<file path="src/rtl/mem_arbiter_if.sv">
// Bus bundle between the fetch/data requesters, the arbiter and the shared memory port.
// The slave modport is the arbiter's view; the master modport drives the requesters and the memory.
interface mem_arbiter_if #(
  parameter int ADDR_W = 32,
  parameter int DATA_W = 32
);
  logic              i_req;
  logic [ADDR_W-1:0] i_addr;
  logic              i_ack;
  logic [DATA_W-1:0] i_rdata;

  logic              d_req;
  logic              d_we;
  logic [ADDR_W-1:0] d_addr;
  logic [DATA_W-1:0] d_wdata;
  logic              d_ack;
  logic [DATA_W-1:0] d_rdata;

  logic              m_req;
  logic              m_we;
  logic [ADDR_W-1:0] m_addr;
  logic [DATA_W-1:0] m_wdata;
  logic              m_ack;
  logic [DATA_W-1:0] m_rdata;

  modport slave (
    input  i_req, i_addr, d_req, d_we, d_addr, d_wdata, m_ack, m_rdata,
    output i_ack, i_rdata, d_ack, d_rdata, m_req, m_we, m_addr, m_wdata
  );

  modport master (
    output i_req, i_addr, d_req, d_we, d_addr, d_wdata, m_ack, m_rdata,
    input  i_ack, i_rdata, d_ack, d_rdata, m_req, m_we, m_addr, m_wdata
  );
endinterface

</file>
<file path="src/rtl/mem_arbiter.sv">
// Arbitrates instruction-fetch and data requests onto one shared memory port.
// Macro ARB_RR_EN selects round-robin tie-breaking; undefined gives data-first priority.
module mem_arbiter #(
  parameter int ADDR_W = 32,
  parameter int DATA_W = 32,
  parameter int CNT_W  = 16
) (
  input  logic             clk,
  input  logic             rst_n,
  mem_arbiter_if.slave     bus,
  output logic             stall,
  output logic [CNT_W-1:0] conflict_cnt
);
  // state  | meaning
  // IDLE   | no transaction, sampling i_req/d_req
  // BUSY_I | fetch on memory port, waiting for m_ack
  // BUSY_D | load/store on memory port, waiting for m_ack
  // RESP_I | one-cycle i_ack
  // RESP_D | one-cycle d_ack
  typedef enum logic [2:0] {IDLE, BUSY_I, BUSY_D, RESP_I, RESP_D} stateT;

  stateT             state;
  stateT             stateNext;
  logic [ADDR_W-1:0] mAddr;
  logic              mWe;
  logic [DATA_W-1:0] mWdata;
  logic [DATA_W-1:0] iRdata;
  logic [DATA_W-1:0] dRdata;
  logic              iAck;
  logic              dAck;
  logic              tie;
  logic              grantD;

  assign tie = bus.i_req & bus.d_req;

`ifdef ARB_RR_EN
  logic lastGrantD;

  assign grantD = bus.d_req & (~bus.i_req | ~lastGrantD);

  always_ff @(posedge clk or negedge rst_n) begin
    if (!rst_n)
      lastGrantD <= 1'b0;
    else if (state == IDLE && (bus.i_req | bus.d_req))
      lastGrantD <= grantD;
  end
`else
  assign grantD = bus.d_req;
`endif

  always_ff @(posedge clk or negedge rst_n) begin
    if (!rst_n)
      state <= IDLE;
    else
      state <= stateNext;
  end

  always_comb begin
    stateNext = state;
    case (state)
      IDLE: begin
        if (grantD)
          stateNext = BUSY_D;
        else if (bus.i_req)
          stateNext = BUSY_I;
      end
      BUSY_I:  if (bus.m_ack) stateNext = RESP_I;
      BUSY_D:  if (bus.m_ack) stateNext = RESP_D;
      RESP_I:  stateNext = IDLE;
      RESP_D:  stateNext = IDLE;
      default: stateNext = IDLE;
    endcase
  end

  // Memory-port fields are latched on grant so requesters may change or drop their inputs mid-transaction.
  always_ff @(posedge clk or negedge rst_n) begin
    if (!rst_n) begin
      mAddr  <= '0;
      mWe    <= 1'b0;
      mWdata <= '0;
      iRdata <= '0;
      dRdata <= '0;
    end else begin
      case (state)
        IDLE: begin
          if (grantD) begin
            mAddr  <= bus.d_addr;
            mWe    <= bus.d_we;
            mWdata <= bus.d_wdata;
          end else if (bus.i_req) begin
            mAddr <= bus.i_addr;
            mWe   <= 1'b0;
          end
        end
        BUSY_I:  if (bus.m_ack) iRdata <= bus.m_rdata;
        BUSY_D:  if (bus.m_ack && !mWe) dRdata <= bus.m_rdata;
        default: ;
      endcase
    end
  end

  always_ff @(posedge clk or negedge rst_n) begin
    if (!rst_n)
      conflict_cnt <= '0;
    else if (state == IDLE && tie && !(&conflict_cnt))
      conflict_cnt <= conflict_cnt + CNT_W'(1);
  end

  assign iAck        = (state == RESP_I);
  assign dAck        = (state == RESP_D);
  assign bus.i_ack   = iAck;
  assign bus.d_ack   = dAck;
  assign bus.i_rdata = iRdata;
  assign bus.d_rdata = dRdata;
  assign bus.m_req   = (state == BUSY_I) || (state == BUSY_D);
  assign bus.m_we    = mWe;
  assign bus.m_addr  = mAddr;
  assign bus.m_wdata = mWdata;
  assign stall       = (bus.i_req & ~iAck) | (bus.d_req & ~dAck);
endmodule

</file>
<file path="src/flat_wrapper.sv">
// flat-port wrapper written by rule: the top's interface ports become plain ports
module mem_arbiter_flat 
#(
  parameter int ADDR_W = 32,
  parameter int DATA_W = 32,
  parameter int CNT_W  = 16
)
  (clk, rst_n, stall, conflict_cnt, bus_i_req, bus_i_addr, bus_d_req, bus_d_we, bus_d_addr, bus_d_wdata, bus_m_ack, bus_m_rdata, bus_i_ack, bus_i_rdata, bus_d_ack, bus_d_rdata, bus_m_req, bus_m_we, bus_m_addr, bus_m_wdata);
  mem_arbiter_if #(.ADDR_W(ADDR_W), .DATA_W(DATA_W)) bus_i ();
  input  logic clk;
  input  logic rst_n;
  output logic stall;
  output logic [CNT_W-1:0] conflict_cnt;
  input wire logic [$bits(bus_i.i_req)-1:0] bus_i_req;
  input wire logic [$bits(bus_i.i_addr)-1:0] bus_i_addr;
  input wire logic [$bits(bus_i.d_req)-1:0] bus_d_req;
  input wire logic [$bits(bus_i.d_we)-1:0] bus_d_we;
  input wire logic [$bits(bus_i.d_addr)-1:0] bus_d_addr;
  input wire logic [$bits(bus_i.d_wdata)-1:0] bus_d_wdata;
  input wire logic [$bits(bus_i.m_ack)-1:0] bus_m_ack;
  input wire logic [$bits(bus_i.m_rdata)-1:0] bus_m_rdata;
  output wire logic [$bits(bus_i.i_ack)-1:0] bus_i_ack;
  output wire logic [$bits(bus_i.i_rdata)-1:0] bus_i_rdata;
  output wire logic [$bits(bus_i.d_ack)-1:0] bus_d_ack;
  output wire logic [$bits(bus_i.d_rdata)-1:0] bus_d_rdata;
  output wire logic [$bits(bus_i.m_req)-1:0] bus_m_req;
  output wire logic [$bits(bus_i.m_we)-1:0] bus_m_we;
  output wire logic [$bits(bus_i.m_addr)-1:0] bus_m_addr;
  output wire logic [$bits(bus_i.m_wdata)-1:0] bus_m_wdata;
  assign bus_i.i_req = bus_i_req;
  assign bus_i.i_addr = bus_i_addr;
  assign bus_i.d_req = bus_d_req;
  assign bus_i.d_we = bus_d_we;
  assign bus_i.d_addr = bus_d_addr;
  assign bus_i.d_wdata = bus_d_wdata;
  assign bus_i.m_ack = bus_m_ack;
  assign bus_i.m_rdata = bus_m_rdata;
  assign bus_i_ack = bus_i.i_ack;
  assign bus_i_rdata = bus_i.i_rdata;
  assign bus_d_ack = bus_i.d_ack;
  assign bus_d_rdata = bus_i.d_rdata;
  assign bus_m_req = bus_i.m_req;
  assign bus_m_we = bus_i.m_we;
  assign bus_m_addr = bus_i.m_addr;
  assign bus_m_wdata = bus_i.m_wdata;
  mem_arbiter #(.ADDR_W(ADDR_W), .DATA_W(DATA_W), .CNT_W(CNT_W)) u_core (.clk(clk), .rst_n(rst_n), .bus(bus_i), .stall(stall), .conflict_cnt(conflict_cnt));
endmodule
</file>
<file path="config.mk">
export PLATFORM = sky130hd
export DESIGN_NAME = mem_arbiter_flat
export DESIGN_NICKNAME = d
export VERILOG_FILES = /design/src/rtl/mem_arbiter_if.sv /design/src/rtl/mem_arbiter.sv /design/src/flat_wrapper.sv
export SDC_FILE = /design/constraint.sdc
export NUM_CORES = 1
export LEC_CHECK = 0
export ABC_AREA = 1
export BUFFER_PORTS_ARGS = -buffer_cell sky130_fd_sc_hd__buf_2
export CAP_MARGIN = 20
export CORE_ASPECT_RATIO = 0.75
export CORE_MARGIN = 2
export CORE_UTILIZATION = 49
export CTS_BUF_LIST = sky130_fd_sc_hd__clkbuf_2
export DETAILED_ROUTE_END_ITERATION = 16
export GPL_TIMING_DRIVEN = 0
export PLACE_DENSITY = 0.78
export SKIP_LAST_GASP = 1
export SYNTH_ARGS = -nofsm -noshare
export SYNTH_HDL_FRONTEND = slang
export SYNTH_SLANG_ARGS = --single-unit
</file>
<file path="constraint.sdc">
create_clock -name clk -period 1.95 [get_ports clk]
set_clock_uncertainty 0.15 [all_clocks]
set_input_delay 0.4875 -clock clk [delete_from_list [all_inputs] [get_ports clk]]
set_output_delay 0.4875 -clock clk [all_outputs]
set_load 0.01 [all_outputs]
</file>
==> results of run 1 <==
[final timing paths]
kind | startpoint | end | slack, ps | depth (start not counted)
setup reg to reg | u_core.state[0] | u_core.conflict_cnt[10] | 70 | 11
max in group asynchronous | rst_n | u_core.bus.i_rdata[13] | 600 | 3
hold reg to reg | u_core.bus.m_wdata[31] | u_core.bus.m_wdata[31] | 360 | 2
min in group asynchronous | rst_n | u_core.bus.m_wdata[3] | 210 | 2
setup / recovery | u_core.state[1] | stall | -320 | 4
hold / removal | bus_d_addr[23] | u_core.bus.m_addr[23] | 70 | 5
[through the flow]
stage	area, um2	power, mW	TNS, ps
global route	10200	14.3	-6100
floorplan	6410	7.86	0
global placement	8030	9.93	-277570
finish	10200	13.4	-973
CTS	9460	12.0	-1300
detailed placement	8070	10.1	-136
[power breakdown]
part	internal [mW]	total (mW)	leakage, nW	switching [mW]
clock	0.479	1.65	0.126	1.17
sequential	4.37	5.19	1.81	0.827
combinational	3.23	6.54	3.43	3.31
total	8.08	13.4	5.37	5.30
[worst reg2reg max path, delay by kind of cell, from the launching register on]
family / cells / cell delay [ps]
AND/OR/NAND/NOR: 6 / 650
buffers and inverters: 5 / 520
flip-flops: 1 / 460
[flip-flops by register name, indices dropped and copies added, names as in the netlist]
register	flops
u_core.bus.m_we	1
u_core.conflict_cnt	16
u_core.bus.m_addr	32
u_core.bus.d_rdata	32
u_core.bus.m_wdata	32
u_core.bus.i_rdata	32
u_core.state	3
[layer usage]
| metal | global-route usage (%) | share of wire, % | up-vias |
|---|---|---|---|
| met1 | 34.8 | 40 | 3238 |
| li1 | - | - | 3261 |
| met2 | 46.9 | 48 | 315 |
| met3 | 8.51 | 7.8 | 61 |
| met5 | 0 | 0 | - |
| met4 | 11.5 | 3.2 | 0 |
[repair_timing]
action,CTS,global route
hold buffers,99,3
pin swaps,1,4
endpoints found under the hold margin,203,3
setup endpoints to repair,24,173
buffers inserted,20,46
resized for setup,9,73
[Yosys cell counts]
master    instances  share of area [%]
o22ai_1           1              0.098
nor2_2            2               0.20
nor2_4            3               0.53
or2_2            27                2.6
ha_1              1               0.20
nand4_1           4               0.39
a21oi_1           1              0.078
a21oi_2           1               0.14
nor2_1           17               0.99
buf_6             1               0.18
nand3_1          12               0.94
or2_0             5               0.49
dfrtp_1         148                 58
o21ai_1          56                4.4
nand2_1         271                 16
o21ai_0          48                3.7
xnor2_1           3               0.41
clkbuf_1          9               0.53
inv_1            51                3.0
buf_4             8               0.94
nor3_1            2               0.16
buf_2            16                1.2
inv_2             7               0.41
o21a_1           32                3.7
nand2_2           2               0.20
xor2_1            3               0.41
nand2_4           1               0.18
nand3b_1          2               0.23
[cell type report]
class	instances	area [um2]
Clock buffer	18	90.1
Antenna cell	2	5.00
Inverter	58	220
Clock inverter	14	128
Multi-Input combinational cell	494	2340
Tap cell	171	214
Fill cell	778	2690
Sequential cell	148	3710
Timing Repair Buffer	450	3300
Buffer	34	189
[cell families after synthesis]
kind of cell	after synthesis	synth area share [%]
AND/OR/NAND/NOR	348	22.8
flip-flops	148	57.7
AO/OA/AOI/OAI	139	12.2
buffers and inverters	92	6.28
XOR/XNOR	6	0.820
adder cells (fa/ha/maj)	1	0.195
==> flow_metrics.env, run 1 <==
export IMPL_ant_nets=0
export IMPL_violations="setup timing"
export IMPL_cts_path_max_buffers=2
export IMPL_synth_cells=734
export IMPL_worst_path_max_delay_cell="dfrtp_2"
export IMPL_layout_cells_non_filler=1389
export IMPL_syn_nets=869
export IMPL_avgSynthCellArea_um2=8.74
export IMPL_nets=1338
export IMPL_p_leak_nw=5.37
export IMPL_drtIter0Drc=401
export IMPL_insertion_delay_ps=650
export IMPL_outcome="finished with violations"
export IMPL_firstDrtPassIters=5
export IMPL_area_delta_synth_final_pct=59.0
export IMPL_dieArea_um2=14000
export IMPL_cts_tree="built"
export IMPL_drc=0
export IMPL_cp_cell_sequence="inv_2, nor3_2, o22ai_1, buf_2"
export IMPL_relSlewSlack_pct=55.0
export IMPL_num_rows=36
export IMPL_setup_slack_ps=-316
export IMPL_cap_viol_max_count=0
export IMPL_placeableCoreArea_um2=12900
export IMPL_first_global_vias=6547
export IMPL_clk_pin_slew_ps=240
export IMPL_layout_common_cells="269 x nand2_1, 241 x buf_2, 145 x dfrtp_1"
export IMPL_max_freq_mhz=441
export IMPL_place_congestion=0.809
export IMPL_cp_required_ps=1310
export IMPL_antenna_found_initial=2
export IMPL_drt_wl_total_um=21700
export IMPL_max_stage_delay_ps=450
export IMPL_end_kind="primary output"
export IMPL_fin_crit_ps=2270
export IMPL_layout_commonest_cell="nand2_1"
export IMPL_dp_cells=1187
export IMPL_cp_start_kind="register"
export IMPL_crit_type="register to primary output"
export IMPL_vias=6875
export IMPL_root_buffer="clkbuf_2"
export IMPL_finalMaxSlewViolations=0
export IMPL_path_delay_family="flip-flops"
export IMPL_die_width_um=136
export IMPL_yosysWarningCount=0
export IMPL_seq_area_frac_synth_pct=57.7
export IMPL_final_layout_size_suffix_gt1_share_pct=37.7
export IMPL_worstPathMaxFanout=4
export IMPL_numCtsBuffers=17
export IMPL_worst_slew_pin_slew_ps=674
export IMPL_hp_class="input port to register"
export IMPL_powerDensity_nw_per_um2=1310
export IMPL_final_util_pct=79.2
export IMPL_synth_seq_cells=148
export IMPL_initial_utilization_pct=49.8
export IMPL_io_pins=283
export IMPL_wire_per_inst_um=15.6
export IMPL_fin_crit_sh_pct=116
export IMPL_crit_arrival_ps=1630
export IMPL_rsz0062_at_grt="yes"
export IMPL_synth_cell_area_um2=6410
export IMPL_grt_max_degree=78
export IMPL_dp_final_hpwl_um=13100
export IMPL_die_y_um=103
export IMPL_path_buf_inv=2
export IMPL_grt_use_total_pct=28.2
export IMPL_holdWs_ps=68.9
export IMPL_vias_per_cell=4.95
export IMPL_grt_overflow_total=0
export IMPL_port_buffers=281
export IMPL_grt_pass1_wl_um=30800
export IMPL_htree_levels=4
export IMPL_finalHoldViolCount=0
export IMPL_dp_slack_ps=-136
export IMPL_ys_types=28
export IMPL_cts_sinks=148
export IMPL_setup_viol=4
export IMPL_ir_drop_uv=839
Note: power is estimated with default switching activity, not from simulation.
==> inputs of run 2 (changes only) <==
==> constraint.sdc (replaced) <==
create_clock -name clk -period 1.95 [get_ports clk]
set_clock_uncertainty 0.15 [all_clocks]
set_input_delay 0.195 -clock clk [delete_from_list [all_inputs] [get_ports clk]]
set_output_delay 0.195 -clock clk [all_outputs]
set_load 0.01 [all_outputs]
==> flow_metrics.env, run 2 (synthesis results as in run 1) <==
export IMPL_fin_crit_ps=1990
export IMPL_max_freq_mhz=503
export IMPL_area_delta_synth_final_pct=52.2
export IMPL_nets=1313
export IMPL_die_width_um=136
export IMPL_cp_start_kind="register"
export IMPL_drc=0
export IMPL_placeableCoreArea_um2=12900
export IMPL_worst_slew_pin_slew_ps=663
export IMPL_cts_tree="built"
export IMPL_dp_cells=1187
export IMPL_htree_levels=4
export IMPL_grt_overflow_total=0
export IMPL_grt_pass1_wl_um=32900
export IMPL_worstPathMaxFanout=4
export IMPL_layout_commonest_cell="buf_2"
export IMPL_crit_type="register to primary output"
export IMPL_relSlewSlack_pct=55.8
export IMPL_port_buffers=281
export IMPL_wire_per_inst_um=15.5
export IMPL_insertion_delay_ps=640
export IMPL_root_buffer="clkbuf_2"
export IMPL_dp_final_hpwl_um=13100
export IMPL_finalMaxSlewViolations=0
export IMPL_setup_viol=1
export IMPL_firstDrtPassIters=5
export IMPL_grt_use_total_pct=30.2
export IMPL_final_layout_size_suffix_gt1_share_pct=33.5
export IMPL_cts_sinks=148
export IMPL_num_rows=36
export IMPL_vias=6803
export IMPL_p_total_mw=12.3
export IMPL_drt_wl_total_um=21100
export IMPL_first_global_vias=6908
export IMPL_dieArea_um2=14000
export IMPL_ant_nets=0
export IMPL_antenna_found_initial=1
export IMPL_crit_arrival_ps=1640
export IMPL_numCtsBuffers=17
export IMPL_ir_drop_uv=793
export IMPL_cap_viol_max_count=0
export IMPL_dp_slack_ps=186
export IMPL_rsz0062_at_grt="yes"
export IMPL_p_leak_nw=5.15
export IMPL_outcome="finished with violations"
export IMPL_layout_cells_non_filler=1363
export IMPL_initial_utilization_pct=49.8
export IMPL_holdWs_ps=92.8
export IMPL_clk_pin_slew_ps=220
export IMPL_top_usage_layer="met2"
export IMPL_layout_common_cells="295 x buf_2, 271 x nand2_1, 145 x dfrtp_1"
export IMPL_setup_slack_ps=-38.3
export IMPL_end_kind="primary output"
export IMPL_die_y_um=103
export IMPL_powerDensity_nw_per_um2=1260
export IMPL_violations="setup timing"
export IMPL_grt_max_degree=78
export IMPL_cp_required_ps=1600
export IMPL_vias_per_cell=4.99
export IMPL_hp_class="input port to register"
export IMPL_io_pins=283
export IMPL_grt_use_met2_pct=52.3
export IMPL_fillerInstances=855
export IMPL_fin_crit_sh_pct=102
export IMPL_grt_use_met3_pct=8.60
export IMPL_place_congestion=0.809
export IMPL_drtIter0Drc=300
export IMPL_grt_use_met1_pct=35.5
export IMPL_finalHoldViolCount=0
export IMPL_cts_path_max_buffers=2
export IMPL_final_util_pct=75.8
-- run 2: critical path, cell delays in order, from the launching register on --
cell and delay, ps:
dfrtp_2 490, inv_4 60, nor3_4 200, o22ai_2 110
buf_6 160
-- run 2: per-stage QoR --
stage          setup TNS, ps  cell area, um2
2_1_floorplan              0            6410
3_3_place_gp         -234130            8030
3_5_place_dp               0            8070
4_1_cts                 -174            9670
5_1_grt                 -476            9760
6_report               -38.3            9760
-- run 2: final timing paths --
path | from | endpoint | slack [ps] | cells after the start
max reg2reg | u_core.state[0] | u_core.bus.m_wdata[2] | 90 | 8
min reg2reg | u_core.bus.m_wdata[0] | u_core.bus.m_wdata[0] | 350 | 2
max in group asynchronous | rst_n | u_core.bus.i_rdata[12] | 350 | 4
min in group asynchronous | rst_n | u_core.bus.m_wdata[5] | 460 | 3
min | bus_d_req | u_core.bus.m_addr[31] | 90 | 6
max | u_core.state[1] | stall | -40 | 4
-- run 2: timing repair --
| item | 4_1_cts | 5_1_grt |
|---|---|---|
| endpoints found under the setup margin | 4 | 41 |
| hold buffers | 134 | 0 |
| resized for setup | 5 | 15 |
| pin swaps | 1 | 3 |
| setup buffers | 4 | 5 |
| hold endpoints to repair | 292 | 0 |
-- run 2: final cells by class --
type | count | area [um2] | share of cell area (%)
flip-flops and latches | 148 | 3710 | 38.0
repair buffers | 425 | 2860 | 29.2
multi-input cells | 494 | 2350 | 24.1
inverters | 58 | 223 | 2.28
well taps | 171 | 214 | 2.19
plain buffers | 34 | 196 | 2.01
clock inverters | 14 | 128 | 1.31
clock buffers | 18 | 90.1 | 0.923
diodes | 1 | 2.50 | 0.0256
-- run 2: layer usage --
| layer | part of all wire, % | routed length (um) |
|---|---|---|
| met5 | 0 | 0 |
| met4 | 3.6 | 760 |
| met3 | 7.7 | 1620 |
| met2 | 50 | 10500 |
| met1 | 39 | 8250 |
-- run 2: report_power, final --
part | switching [mW] | internal [mW] | total (mW)
clock network | 1.16 | 0.480 | 1.64
logic | 3.14 | 2.34 | 5.48
registers | 0.772 | 4.37 | 5.14
total | 5.07 | 7.19 | 12.3
==> inputs of run 3 (changes only) <==
--- a/config.mk
+++ b/config.mk
@@ -6,7 +6,8 @@
 export NUM_CORES = 1
 export LEC_CHECK = 0
 export ABC_AREA = 1
-export BUFFER_PORTS_ARGS = -buffer_cell sky130_fd_sc_hd__buf_2
+export ABC_CLOCK_PERIOD_IN_PS = 1950
+export BUFFER_PORTS_ARGS = -buffer_cell sky130_fd_sc_hd__buf_4
 export CAP_MARGIN = 20
 export CORE_ASPECT_RATIO = 0.75
 export CORE_MARGIN = 2
==> flow_metrics.env, run 3 (synthesis results as in run 1) <==
export IMPL_nets=1317
export IMPL_fillerInstances=768
export IMPL_port_buffers=281
export IMPL_grt_max_degree=95
export IMPL_relSlewSlack_pct=66.2
export IMPL_finalHoldViolCount=4
export IMPL_drc=0
export IMPL_register_area_um2=3710
export IMPL_rrSetupSlack_ps=-40
export IMPL_place_congestion=0.788
export IMPL_holdWs_ps=-200
export IMPL_max_freq_mhz=491
export IMPL_cts_sinks=148
export IMPL_tns_ps=-350
export IMPL_root_buffer="clkbuf_2"
export IMPL_layout_common_cells="295 x buf_4, 270 x nand2_1, 146 x dfrtp_1"
export IMPL_first_global_vias=6929
export IMPL_timing_rr_start="u_core.state[0]"
export IMPL_worstSetupEndpoint="stall"
export IMPL_crit_type="register to primary output"
export IMPL_dieArea_um2=14000
export IMPL_fin_crit_sh_pct=104
export IMPL_fin_crit_ps=2040
export IMPL_io_pins=283
export IMPL_initial_utilization_pct=49.8
export IMPL_die_width_um=136
export IMPL_setup_slack_ps=-85.3
export IMPL_die_y_um=103
export IMPL_layout_commonest_cell="buf_4"
export IMPL_crit_arrival_ps=1690
export IMPL_worstPathMaxFanout=3
export IMPL_worst_slew_pin_slew_ps=507
export IMPL_cp_start_kind="register"
export IMPL_area_delta_synth_final_pct=64.5
export IMPL_htree_levels=4
export IMPL_cap_viol_max_count=0
export IMPL_numCtsBuffers=17
export IMPL_violations="hold timing, setup timing"
export IMPL_multi_input_area_um2=2360
export IMPL_rr_worst_depth=11
export IMPL_placeableCoreArea_um2=12900
export IMPL_num_rows=36
export IMPL_clk_pin_slew_ps=230
export IMPL_ant_nets=0
export IMPL_powerDensity_nw_per_um2=1270
export IMPL_insertion_delay_ps=690
export IMPL_finalMaxSlewViolations=0
export IMPL_drtIter0Drc=268
export IMPL_antenna_found_initial=1
export IMPL_hp_class="input port to register"
export IMPL_drt_wl_total_um=21600
export IMPL_vias=6722
export IMPL_end_kind="primary output"
export IMPL_grt_pass1_wl_um=33400
export IMPL_cts_tree="built"
export IMPL_dp_final_hpwl_um=13500
export IMPL_crit_start="u_core.state[0]"
export IMPL_timing_rr_end="u_core.conflict_cnt[6]"
export IMPL_grt_use_total_pct=30.8
export IMPL_cp_required_ps=1600
export IMPL_outcome="finished with violations"
export IMPL_hold_buffers=134
export IMPL_firstDrtPassIters=5
export IMPL_final_layout_size_suffix_gt1_share_pct=33.8
export IMPL_final_util_pct=81.9
export IMPL_cts_path_max_buffers=2
export IMPL_ir_drop_uv=886
export IMPL_wire_per_inst_um=15.8
export IMPL_setup_viol=8
export IMPL_vias_per_cell=4.92
export IMPL_p_leak_nw=5.41
export IMPL_grt_overflow_total=0
export IMPL_rsz0062_at_grt="yes"
==> run 3: cell count changes in the layout (fill, tap and decap cells not counted), sizes merged <==
cell,previous run,this run
bufinv,1,2
buf,316,319
clkinvlp,3,0
inv,63,66
==> run 3: metal layers <==
layer / global-route usage (%) / vias up / part of all wire, %
met5: 0 / - / 0
met4: 11.4 / 0 / 3.1
met1: 36.8 / 3193 / 40
met3: 9.14 / 52 / 7.2
li1: - / 3215 / -
met2: 53.3 / 262 / 50
==> run 3: final cells by class <==
type	instances	share of cell area (%)
flip-flops and latches	148	35.1
repair buffers	429	34.0
multi-input cells	494	22.4
inverters	58	2.11
well taps	171	2.03
plain buffers	34	1.92
clock inverters	15	1.61
clock buffers	17	0.806
diodes	1	0.0237
==> run 3: power by group <==
group | internal (mW) | switching [mW] | total, mW
combinational | 3.15 | 3.19 | 6.35
clock | 0.635 | 1.23 | 1.86
sequential | 4.37 | 0.854 | 5.22
total | 8.16 | 5.27 | 13.4
==> run 3: worst max-delay path: stages (launching register included) <==
cell     delay, ps
dfrtp_2        490
inv_4           60
nor3_4         190
o22ai_1         90
buf_4          170
==> run 3: per-stage QoR <==
| stage | area [um2] | setup WS (ps) | hold WS [ps] | cells | power, mW |
|---|---|---|---|---|---|
| global placement | 8740 | -163 | 240 | 1186 | 10.8 |
| detailed placement | 8770 | 173 | 35.8 | 1187 | 10.9 |
| global route | 10600 | -232 | -227 | 1367 | 14.3 |
| floorplan | 6410 | 328 | -251 | 734 | 7.86 |
| finish | 10600 | -85.3 | -200 | 1367 | 13.4 |
| CTS | 10400 | -91.0 | -128 | 1358 | 13.1 |
==> run 3: worst min path at each step <==
stage,slack [ps],start,depth (start not counted),end
3_5_place_dp,40,rst_n,1,u_core.bus.m_wdata[24]
2_1_floorplan,-250,rst_n,0,u_core.bus.d_rdata[0]
4_1_cts,-130,bus_d_req,4,u_core.bus.m_wdata[0]
6_report,-200,bus_d_req,4,u_core.bus.m_wdata[0]
5_1_grt,-230,bus_d_req,4,u_core.bus.m_wdata[0]
3_3_place_gp,240,bus_d_wdata[28],3,u_core.bus.m_wdata[28]
==> run 3: what timing repair did <==
item | in CTS | in global routing
endpoints found under the setup margin | 4 | 53
hold endpoints to repair | 291 | 16
gates resized for setup | 6 | 18
buffers inserted | 5 | 7
pin swaps | 1 | 4
gates cloned | 0 | 1
